**src/rtl/video_pkg.sv**
```systemverilog
// Screen geometry, control codes and shared enums for the text video path.
package video_pkg;

    localparam int unsigned WIDTH       = 640;
    localparam int unsigned HEIGHT      = 480;
    localparam int unsigned CHAR_WIDTH  = 8;
    localparam int unsigned CHAR_HEIGHT = 16;
    localparam int unsigned COLS        = WIDTH / CHAR_WIDTH;
    localparam int unsigned ROWS        = HEIGHT / CHAR_HEIGHT;
    localparam int unsigned TRAM_SIZE   = COLS * ROWS;
    localparam int unsigned TRAM_AW     = $clog2(TRAM_SIZE);

    localparam logic [7:0] CC_LF = 8'h0A;
    localparam logic [7:0] CC_CR = 8'h0D;
    localparam logic [7:0] CC_BS = 8'h08;
    localparam logic [7:0] CC_FF = 8'h0C;

    typedef enum logic [2:0] {
        ST_IDLE      = 3'd0,
        ST_PUT       = 3'd1,
        ST_SCROLL_RD = 3'd2,
        ST_SCROLL_WR = 3'd3,
        ST_CLEAR     = 3'd4
    } state_e;

    typedef enum logic [2:0] {
        CUR_NONE    = 3'd0,
        CUR_ADVANCE = 3'd1,
        CUR_NEWLINE = 3'd2,
        CUR_CR      = 3'd3,
        CUR_BACK    = 3'd4,
        CUR_HOME    = 3'd5
    } cursor_op_e;

endpackage

```
**src/rtl/console_cursor.sv**
```systemverilog
// Cursor row/column registers with advance/newline/cr/back/home operations.
// The bottom row never increments; need_scroll flags when a newline would leave the screen.
module console_cursor
    import video_pkg::*;
#(
    parameter int unsigned COLS = video_pkg::COLS,
    parameter int unsigned ROWS = video_pkg::ROWS,
    parameter int unsigned AW   = $clog2(ROWS * COLS)
) (
    input  logic          i_clk,
    input  logic          i_rst_n,
    input  cursor_op_e    i_op,
    output logic [4:0]    o_row,
    output logic [6:0]    o_col,
    output logic [AW-1:0] o_lin_addr,
    output logic          o_need_scroll
);

    localparam logic [6:0]    L_COL_LAST = 7'(COLS - 1);
    localparam logic [4:0]    L_ROW_LAST = 5'(ROWS - 1);
    localparam logic [AW-1:0] L_COLS_AW  = AW'(COLS);

    logic [4:0] r_row;
    logic [6:0] r_col;

    // Cursor position update
    always_ff @(posedge i_clk) begin
        if (!i_rst_n) begin
            r_row <= 5'd0;
            r_col <= 7'd0;
        end else begin
            case (i_op)
                CUR_ADVANCE: begin
                    if (r_col == L_COL_LAST) begin
                        r_col <= 7'd0;
                        if (r_row != L_ROW_LAST) r_row <= r_row + 5'd1;
                    end else begin
                        r_col <= r_col + 7'd1;
                    end
                end
                CUR_NEWLINE: begin
                    r_col <= 7'd0;
                    if (r_row != L_ROW_LAST) r_row <= r_row + 5'd1;
                end
                CUR_CR:   r_col <= 7'd0;
                CUR_BACK: if (r_col != 7'd0) r_col <= r_col - 7'd1;
                CUR_HOME: begin
                    r_row <= 5'd0;
                    r_col <= 7'd0;
                end
                default: begin
                    r_row <= r_row;
                    r_col <= r_col;
                end
            endcase
        end
    end

    // Scroll request for the operation currently being applied
    always_comb begin
        o_need_scroll = 1'b0;
        case (i_op)
            CUR_ADVANCE: o_need_scroll = (r_row == L_ROW_LAST) && (r_col == L_COL_LAST);
            CUR_NEWLINE: o_need_scroll = (r_row == L_ROW_LAST);
            default:     o_need_scroll = 1'b0;
        endcase
    end

    assign o_lin_addr = AW'(r_row) * L_COLS_AW + AW'(r_col);
    assign o_row      = r_row;
    assign o_col      = r_col;

endmodule

```
**src/rtl/text_console.sv**
```systemverilog
// Byte-stream terminal front end: accepts characters, writes glyphs into TRAM,
// and performs scroll-up and clear-screen sequences on the TRAM port.
module text_console
    import video_pkg::*;
#(
    parameter int unsigned COLS       = video_pkg::COLS,
    parameter int unsigned ROWS       = video_pkg::ROWS,
    parameter logic [7:0]  FILL_CHAR  = 8'h20,
    parameter bit          CLR_ON_RST = 1'b1
) (
    input  logic                          sys_clk,
    input  logic                          rst_n,
    input  logic [7:0]                    char_data,
    input  logic                          char_valid,
    output logic                          char_ready,
    output logic [$clog2(ROWS*COLS)-1:0]  tram_addr,
    output logic [7:0]                    tram_wdata,
    output logic                          tram_wenable,
    input  logic [7:0]                    tram_rdata,
    output logic [4:0]                    cursor_row,
    output logic [6:0]                    cursor_col,
    output logic                          busy
);

    localparam int unsigned   AW          = $clog2(ROWS * COLS);
    localparam logic [AW-1:0] A_ONE       = AW'(1);
    localparam logic [AW-1:0] A_COLS      = AW'(COLS);
    localparam logic [AW-1:0] A_COPY_LAST = AW'((ROWS - 1) * COLS - 1);
    localparam logic [AW-1:0] A_LAST_ROW  = AW'((ROWS - 1) * COLS);
    localparam logic [AW-1:0] A_LAST      = AW'(ROWS * COLS - 1);

    state_e        r_state;
    logic [AW-1:0] r_cnt;
    logic          r_scroll;
    logic          r_ready;
    logic          r_busy;
    logic          r_wen;
    logic          r_fwd;
    logic [AW-1:0] r_addr;
    logic [7:0]    r_wdata;

    cursor_op_e    w_op;
    logic          w_accept;
    logic          w_need_scroll;
    logic [AW-1:0] w_lin;
    logic [4:0]    w_row;
    logic [6:0]    w_col;

    assign w_accept = char_valid & r_ready;

    console_cursor #(
        .COLS (COLS),
        .ROWS (ROWS),
        .AW   (AW)
    ) u_cursor (
        .i_clk         (sys_clk),
        .i_rst_n       (rst_n),
        .i_op          (w_op),
        .o_row         (w_row),
        .o_col         (w_col),
        .o_lin_addr    (w_lin),
        .o_need_scroll (w_need_scroll)
    );

    // Decode the accepted character into a cursor operation
    always_comb begin
        w_op = CUR_NONE;
        if (w_accept) begin
            case (char_data)
                CC_LF:   w_op = CUR_NEWLINE;
                CC_CR:   w_op = CUR_CR;
                CC_BS:   w_op = CUR_BACK;
                CC_FF:   w_op = CUR_HOME;
                default: w_op = CUR_ADVANCE;
            endcase
        end else begin
            w_op = CUR_NONE;
        end
    end

    // FSM, scroll/clear counter and TRAM port registers
    always_ff @(posedge sys_clk) begin
        if (!rst_n) begin
            r_state  <= CLR_ON_RST ? ST_CLEAR : ST_IDLE;
            r_cnt    <= '0;
            r_scroll <= 1'b0;
            r_ready  <= 1'b0;
            r_busy   <= CLR_ON_RST;
            r_wen    <= 1'b0;
            r_fwd    <= 1'b0;
            r_addr   <= '0;
            r_wdata  <= 8'h00;
        end else begin
            case (r_state)
                ST_IDLE: begin
                    r_wen   <= 1'b0;
                    r_fwd   <= 1'b0;
                    r_busy  <= 1'b0;
                    r_ready <= 1'b1;
                    if (w_accept) begin
                        r_ready  <= 1'b0;
                        r_scroll <= w_need_scroll;
                        r_addr   <= w_lin;
                        r_wdata  <= char_data;
                        r_state  <= ST_PUT;
                        case (char_data)
                            CC_LF, CC_CR: r_wen <= 1'b0;
                            CC_BS: begin
                                if (w_col != 7'd0) begin
                                    r_wen   <= 1'b1;
                                    r_addr  <= w_lin - A_ONE;
                                    r_wdata <= FILL_CHAR;
                                end
                            end
                            CC_FF: begin
                                r_busy  <= 1'b1;
                                r_cnt   <= '0;
                                r_state <= ST_CLEAR;
                            end
                            default: r_wen <= 1'b1;
                        endcase
                    end
                end
                ST_PUT: begin
                    r_wen <= 1'b0;
                    r_fwd <= 1'b0;
                    if (r_scroll) begin
                        // first read is issued here so the busy window is exactly two cycles per copied cell
                        r_addr  <= A_COLS;
                        r_cnt   <= '0;
                        r_busy  <= 1'b1;
                        r_state <= ST_SCROLL_WR;
                    end else begin
                        r_ready <= 1'b1;
                        r_state <= ST_IDLE;
                    end
                end
                ST_SCROLL_RD: begin
                    r_addr  <= r_cnt + A_COLS;
                    r_wen   <= 1'b0;
                    r_fwd   <= 1'b0;
                    r_state <= ST_SCROLL_WR;
                end
                ST_SCROLL_WR: begin
                    r_addr <= r_cnt;
                    r_wen  <= 1'b1;
                    r_fwd  <= 1'b1;
                    if (r_cnt == A_COPY_LAST) begin
                        r_cnt   <= A_LAST_ROW;
                        r_state <= ST_CLEAR;
                    end else begin
                        r_cnt   <= r_cnt + A_ONE;
                        r_state <= ST_SCROLL_RD;
                    end
                end
                ST_CLEAR: begin
                    r_addr  <= r_cnt;
                    r_wen   <= 1'b1;
                    r_fwd   <= 1'b0;
                    r_wdata <= FILL_CHAR;
                    if (r_cnt == A_LAST) r_state <= ST_IDLE;
                    else                 r_cnt   <= r_cnt + A_ONE;
                end
                default: begin
                    r_state <= ST_IDLE;
                    r_wen   <= 1'b0;
                    r_fwd   <= 1'b0;
                end
            endcase
        end
    end

    assign char_ready   = r_ready;
    assign busy         = r_busy;
    assign tram_wenable = r_wen;
    assign tram_addr    = r_addr;
    // scroll writes pass through the RAM's own registered read data
    assign tram_wdata   = r_fwd ? tram_rdata : r_wdata;
    assign cursor_row   = w_row;
    assign cursor_col   = w_col;

endmodule

```
**config.mk**
```make
export PLATFORM = sky130hd
export DESIGN_NAME = text_console
export DESIGN_NICKNAME = d
export VERILOG_FILES = /design/src/rtl/video_pkg.sv /design/src/rtl/console_cursor.sv /design/src/rtl/text_console.sv
export SDC_FILE = /design/constraint.sdc
export NUM_CORES = 1
export LEC_CHECK = 0
export CAP_MARGIN = 40
export CORE_MARGIN = 4
export CORE_UTILIZATION = 55
export CTS_CLUSTER_DIAMETER = 50
export DETAILED_ROUTE_END_ITERATION = 8
export HOLD_SLACK_MARGIN = 0.03
export PLACE_DENSITY_LB_ADDON = 0.3
export RECOVER_POWER = 25
export SLEW_MARGIN = 25
export SYNTH_ARGS = -nofsm -noshare
export SYNTH_HDL_FRONTEND = slang
export SYNTH_SLANG_ARGS = --single-unit
```
**constraint.sdc**
```tcl
create_clock -name sys_clk -period 3.7 [get_ports sys_clk]
set_input_delay 0.74 -clock sys_clk [delete_from_list [all_inputs] [get_ports sys_clk]]
set_output_delay 0.74 -clock sys_clk [all_outputs]
set_load 0.01 [all_outputs]
```
==> results of run 1 <==
==> area by class of cell <==
class	instances	area (µm²)
multi-input combinational	381	2550
timing repair buffer	64	609
tap	77	96.3
sequential	52	1040
clock inverter	3	22.5
clock buffer	5	68.8
inverter	15	56.3
fill	554	2050
==> path summary, 6_finish.rpt <==
| kind | start | endpoint | cells after the start |
|---|---|---|---|
| max | u_cursor.o_row[1]$_SDFFE_PN0P_ | tram_addr[11]$_SDFFE_PN0P_ | 10 |
| min | tram_addr[1]$_SDFFE_PN0P_ | tram_addr[1]$_SDFFE_PN0P_ | 2 |
| max reg2reg | u_cursor.o_row[1]$_SDFFE_PN0P_ | tram_addr[11]$_SDFFE_PN0P_ | 10 |
| min reg2reg | tram_addr[1]$_SDFFE_PN0P_ | tram_addr[1]$_SDFFE_PN0P_ | 2 |
==> power by group <==
part / switching, mW / total (mW) / internal [mW]
clock: 0.210 / 0.346 / 0.136
combinational: 0.0320 / 0.0681 / 0.0360
sequential: 0.00522 / 0.570 / 0.565
==> flip-flops by register name, summed over array words and instances (netlist names) <==
| signal | flops |
|---|---|
| r_cnt | 12 |
| tram_addr | 12 |
| r_wdata | 8 |
| u_cursor.o_col | 7 |
| u_cursor.o_row | 5 |
| r_state | 3 |
| busy | 1 |
| char_ready | 1 |
| r_fwd | 1 |
| r_scroll | 1 |
| tram_wenable | 1 |
==> metal layers <==
layer	routed length, µm	part of all wire (%)
met1	4840	46
met2	4670	45
met3	856	8.2
met4	134	1.3
met5	0	0
==> per-stage QoR <==
stage	util (%)	power, mW	area [µm²]	instances
floorplan	-	0.614	3780	478
global placement	67.1	0.651	4360	589
detailed placement	67.1	0.652	4360	589
CTS	68.5	0.997	4450	597
global route	68.5	1.02	4450	597
finish	68.5	0.984	4450	597
==> cell families (layout without fill, tap and decap cells) <==
kind of cell    count (synthesis)  after routing
flops                          52             52
mux                            10             10
xor+xnor                       29             29
buf+inv                        45             87
fa+ha+maj                      20             20
simple gates                  184            184
compound gates                138            138
==> cells in the final DEF, fill, tap and decap left out, types with 4 or more instances in the layout <==
cell	count
a21boi_0	7
clkdlybuf4s50_1	36
a21oi_1	29
nor2b_1	21
nor4_1	4
and3_1	5
buf_4	10
a211oi_1	6
o21ai_1	4
clkbuf_8	5
mux2_2	8
xnor2_1	15
nand2_1	34
dlygate4sd3_1	17
a31oi_1	4
nor2_1	48
a22oi_1	9
nor3_1	11
ha_1	18
dfxtp_1	52
nand3_1	12
inv_1	15
o21ai_0	34
xor2_1	13
o211a_1	4
nand4_1	14
o22ai_1	7
or4_1	4
nor3b_1	5
o211ai_1	7
==> worst reg2reg max path: cells and delay by family, from the launching register on <==
kind,cells,cell delay (ns)
fa+ha+maj,3,0.92
flops,1,0.47
xor+xnor,3,1.06
compound gates,4,0.88
==> cells in the mapped netlist, types with 4 or more instances <==
master | n | share of area, %
dfxtp_1 | 52 | 28
nor2_1 | 48 | 4.8
nand2_1 | 34 | 3.4
o21ai_0 | 34 | 4.5
a21oi_1 | 29 | 3.8
clkbuf_1 | 24 | 2.4
nor2b_1 | 21 | 3.5
ha_1 | 18 | 6.0
inv_1 | 15 | 1.5
xnor2_1 | 15 | 3.5
nand4_1 | 14 | 2.3
xor2_1 | 13 | 3.0
nand3_1 | 12 | 1.6
nor3_1 | 11 | 1.5
a22oi_1 | 9 | 1.8
mux2_2 | 8 | 2.4
a21boi_0 | 7 | 1.4
o211ai_1 | 7 | 1.4
o22ai_1 | 7 | 1.2
a211oi_1 | 6 | 1.2
and3_1 | 5 | 0.83
nor3b_1 | 5 | 0.99
a31oi_1 | 4 | 0.66
nor4_1 | 4 | 0.66
o211a_1 | 4 | 1.1
o21ai_1 | 4 | 0.53
or4_1 | 4 | 0.79
==> results.sh, run 1 <==
export IMPL_cap_violations=0
export IMPL_via_per_inst=6.45
export IMPL_timing_final_ws_setup_ns=0.324
export IMPL_fin_crit_sh_pct=91.2
export IMPL_critPathBufInv=0
export IMPL_slowest_delay_ns=0.61
export IMPL_drt_iter0_drc=372
export IMPL_syn_to_final_growth_pct=17.8
export IMPL_whs_ns=0.514
export IMPL_rsz0062_at_grt="no"
export IMPL_drive_above_1_share_pct=7.31
export IMPL_slew_headroom_pct=47.5
export IMPL_met2_usage_pct=38.7
export IMPL_status="finished clean"
export IMPL_die_y_um=90.9
export IMPL_max_vdd_ir_drop_mv=0.180
export IMPL_track_usage_pct=25.4
export IMPL_root_buffer="clkbuf_8"
export IMPL_coreArea_um2=6490
export IMPL_synth_cell_types=68
export IMPL_syn_nets=517
export IMPL_async_reset_ff_share_pct=0
export IMPL_finalSetupViolCount=0
export IMPL_nets=558
export IMPL_num_antenna_cells=0
export IMPL_timing_critical_path_to_type="register"
export IMPL_report_final_hold_viol_count=0
export IMPL_htreeDepth=2
export IMPL_cp_start_kind="register"
export IMPL_grt_ovfl_total=0
export IMPL_yosys_warnings=0
export IMPL_cts_resized=0
export IMPL_final_antenna_net_count=0
export IMPL_path_cells="ha_1 -> ha_1 -> fa_1 -> xor2_1 -> o2111ai_1 -> xnor3_1 -> a2111oi_2 -> xor2_1 -> a21oi_1 -> a21oi_1"
export IMPL_dp_slack_ns=0.381
export IMPL_r2r_slack_ns=0.32
export IMPL_top_usage_layer="met2"
export IMPL_synthXorXnorAreaFrac_pct=7.09
export IMPL_met3_usage_pct=5.25
export IMPL_rows=29
export IMPL_wl_per_cell_um=17.6
export IMPL_antenna_found_initial=0
export IMPL_netlist_area_um2=3780
export IMPL_period_needed_ns=3.38
export IMPL_dr_pass1_iters=5
export IMPL_post_cts_buffers=0
export IMPL_slew_violations=0
export IMPL_clkSinkCount=52
export IMPL_p_leak_nw=1.71
export IMPL_crit_type="register to register"
export IMPL_drc_errors=0
export IMPL_worstPathMaxFanout=9
export IMPL_path_clk_slew_ns=0.10
export IMPL_yosys_area_share_simple_pct=26.7
export IMPL_synth_fa_ha_area_share_pct=7.02
export IMPL_clock_path_buffers=2
export IMPL_grt_met1_usage_pct=36.9
export IMPL_vias=3853
export IMPL_yosysSeqAreaShare_pct=27.6
export IMPL_synth_compound_area_share_pct=23.8
export IMPL_gp_congestion=0.924
export IMPL_hold_path_class="register to register"
export IMPL_tightest_slew_ns=0.787
export IMPL_synthMuxAreaShare_pct=2.91
export IMPL_yosys_register_bits=52
export IMPL_grt_pass1_wl_um=17400
export IMPL_grt_max_degree=30
export IMPL_dieArea_um2=8260
export IMPL_io_pins=54
export IMPL_buffer_ports_inserted=53
export IMPL_tritoncts="built"
export IMPL_hpwl_um=7880
export IMPL_critPathRequiredTime_ns=3.95
export IMPL_synth_enable_flop_cells=0
export IMPL_clkLatencyLatePin_ns=0.32
export IMPL_synth_top_family_by_area="simple AND/OR/NAND/NOR gates"
export IMPL_start_util_pct=58.2
export IMPL_crit_arrival_ns=3.63
export IMPL_routed_wl_um=10500
export IMPL_critPathSlowestCell="xor2_1"
export IMPL_numCtsBuffers=5
export IMPL_fp_dieW_um=90.9
export IMPL_fmax_mhz=296
export IMPL_power_density_nw_per_um2=221
export IMPL_skew_ns=0.00661
export IMPL_tns_ns=0
export IMPL_synthFlopType="dfxtp_1"
export IMPL_synthCells=478
export IMPL_cpLargestDelayFamily="XOR/XNOR gates"
export IMPL_ctsHoldBuffers=0
export IMPL_syn_avg_cell_area_um2=7.90
export IMPL_grt_pass1_vias=3505
(Power assumes the default switching activity.)
==> run 2: changes to the inputs <==
- GPL_ROUTABILITY_DRIVEN: not set -> 0
- PLACE_DENSITY: not set -> 0.8
- PLACE_DENSITY_LB_ADDON: 0.3 -> not set
==> run 2 against run 1 <==
Die area did not move. Flip-flop and latch count did not move. Final area fell by 0.11%. Clock skew rose by 0.0088 ns. Critical path depth did not move. Combinational power fell by 0.6%. Critical path type unchanged. Critical endpoint unchanged. Highest routed layer unchanged.
==> results.sh, run 2 (same netlist as run 1, synthesis figures left out) <==
export IMPL_status="finished clean"
export IMPL_root_buffer="clkbuf_8"
export IMPL_cts_resized=0
export IMPL_drive_above_1_share_pct=7.13
export IMPL_path_clk_slew_ns=0.11
export IMPL_critPathRequiredTime_ns=3.96
export IMPL_clock_path_buffers=2
export IMPL_drc_errors=0
export IMPL_r2r_cells=10
export IMPL_io_pins=54
export IMPL_num_antenna_cells=0
export IMPL_rr_startpoint="u_cursor.o_row[1]$_SDFFE_PN0P_"
export IMPL_dr_pass1_iters=6
export IMPL_worstPathMaxFanout=9
export IMPL_post_cts_buffers=0
export IMPL_slowest_delay_ns=0.60
export IMPL_r2r_slack_ns=0.24
export IMPL_die_y_um=90.9
export IMPL_slew_headroom_pct=22.3
export IMPL_wl_per_cell_um=17.5
export IMPL_power_density_nw_per_um2=223
export IMPL_rows=29
export IMPL_antenna_found_initial=0
export IMPL_crit_type="register to register"
export IMPL_hpwl_um=7790
export IMPL_coreArea_um2=6490
export IMPL_fin_crit_sh_pct=93.5
export IMPL_grt_pass1_vias=3514
export IMPL_cp_start_kind="register"
export IMPL_fmax_mhz=289
export IMPL_skew_ns=0.0154
export IMPL_rr_endpoint="tram_addr[11]$_SDFFE_PN0P_"
export IMPL_hold_path_class="register to register"
export IMPL_tns_ns=0
export IMPL_grt_max_degree=30
export IMPL_crit_arrival_ns=3.71
export IMPL_nets=557
export IMPL_buffer_ports_inserted=53
export IMPL_via_per_inst=6.43
export IMPL_tightest_slew_ns=1.15
export IMPL_grt_ovfl_total=0
export IMPL_critPathSlowestCell="xor2_1"
export IMPL_layout_common_cells="dfxtp_1, nor2_1, o21ai_0, clkdlybuf4s50_1, nand2_1"
export IMPL_tritoncts="built"
export IMPL_vias=3834
export IMPL_cap_violations=0
export IMPL_numCtsBuffers=5
export IMPL_crit_end="tram_addr[11]$_SDFFE_PN0P_"
export IMPL_utilization_pct=68.4
export IMPL_drt_iter0_drc=421
export IMPL_max_vdd_ir_drop_mv=0.159
export IMPL_final_antenna_net_count=0
export IMPL_period_needed_ns=3.46
export IMPL_ctsHoldBuffers=0
export IMPL_routed_wl_um=10400
export IMPL_track_usage_pct=25.0
export IMPL_dieArea_um2=8260
export IMPL_rsz0062_at_grt="no"
export IMPL_grt_pass1_wl_um=17200
export IMPL_htreeDepth=2
export IMPL_syn_to_final_growth_pct=17.6
export IMPL_cp_startpoint="u_cursor.o_row[1]$_SDFFE_PN0P_"
export IMPL_clkLatencyLatePin_ns=0.32
export IMPL_start_util_pct=58.2
export IMPL_p_leak_nw=1.70
export IMPL_timing_critical_path_to_type="register"
export IMPL_path_cells="ha_1 -> ha_1 -> fa_1 -> xor2_1 -> o2111ai_1 -> xnor3_1 -> a2111oi_2 -> xor2_1 -> a21oi_1 -> a21oi_1"
export IMPL_report_final_hold_viol_count=0
export IMPL_clkSinkCount=52
export IMPL_slew_violations=0
export IMPL_fp_dieW_um=90.9
export IMPL_finalSetupViolCount=0
export IMPL_layout_commonest_cell="dfxtp_1"
## run 2: changes by cell type in the layout (fill, tap and decap cells not counted), sizes merged
cell	change
clkinv	-2
buf	-1
clkdlybuf4s50	-1
clkinvlp	+1
dlygate4sd3	+1
inv	+1
## run 2: area by class of cell
type / count / area, µm²
tap: 77 / 96.3
timing repair buffer: 63 / 602
clock buffer: 5 / 68.8
clock inverter: 3 / 25.0
sequential: 52 / 1040
fill: 547 / 2050
inverter: 15 / 56.3
multi-input combinational: 381 / 2550
## run 2: critical path: cells and delay by family, from the launching register on
family	cells	cell delay, ns
AOI/OAI and AO/OA	4	0.88
adders and majority gates	3	0.93
DFF	1	0.49
xor gates and xnor gates	3	1.07
## run 2: worst min path at each step
| stage | startpoint | endpoint | slack [ns] | cells past startpoint |
|---|---|---|---|---|
| after global placement | tram_addr[1]$_SDFFE_PN0P_ | tram_addr[1]$_SDFFE_PN0P_ | 0.49 | 2 |
| after detailed placement | tram_addr[1]$_SDFFE_PN0P_ | tram_addr[1]$_SDFFE_PN0P_ | 0.49 | 2 |
| after CTS | tram_addr[1]$_SDFFE_PN0P_ | tram_addr[1]$_SDFFE_PN0P_ | 0.51 | 2 |
| after global routing | tram_addr[1]$_SDFFE_PN0P_ | tram_addr[1]$_SDFFE_PN0P_ | 0.54 | 2 |
| final | tram_addr[1]$_SDFFE_PN0P_ | tram_addr[1]$_SDFFE_PN0P_ | 0.51 | 2 |
| after floorplan | r_cnt[11]$_SDFFE_PN0P_ | r_cnt[11]$_SDFFE_PN0P_ | 0.48 | 2 |
## run 2: through the flow
stage	cell area, µm²	hold WS, ns	power (mW)	setup slack, ns	instances
floorplan	3780	0.484	0.614	0.684	478
global placement	4350	0.489	0.650	0.437	588
detailed placement	4350	0.487	0.651	0.317	588
CTS	4450	0.512	0.997	0.277	596
global route	4440	0.536	1.03	0.0225	596
finish	4440	0.509	0.993	0.242	596
## run 2: per-layer routing
layer	global-route usage, %	up-vias	share of wire [%]
met4	6.53	0	2.2
li1	-	1841	-
met2	40.0	190	45
met5	0	-	0
met1	35.2	1777	46
met3	3.67	26	7.4
## run 2: report_power, final
group	leakage, nW	switching (mW)	internal, mW
registers	0.420	0.00569	0.565
logic	1.24	0.0323	0.0354
clock network	0.0452	0.216	0.139
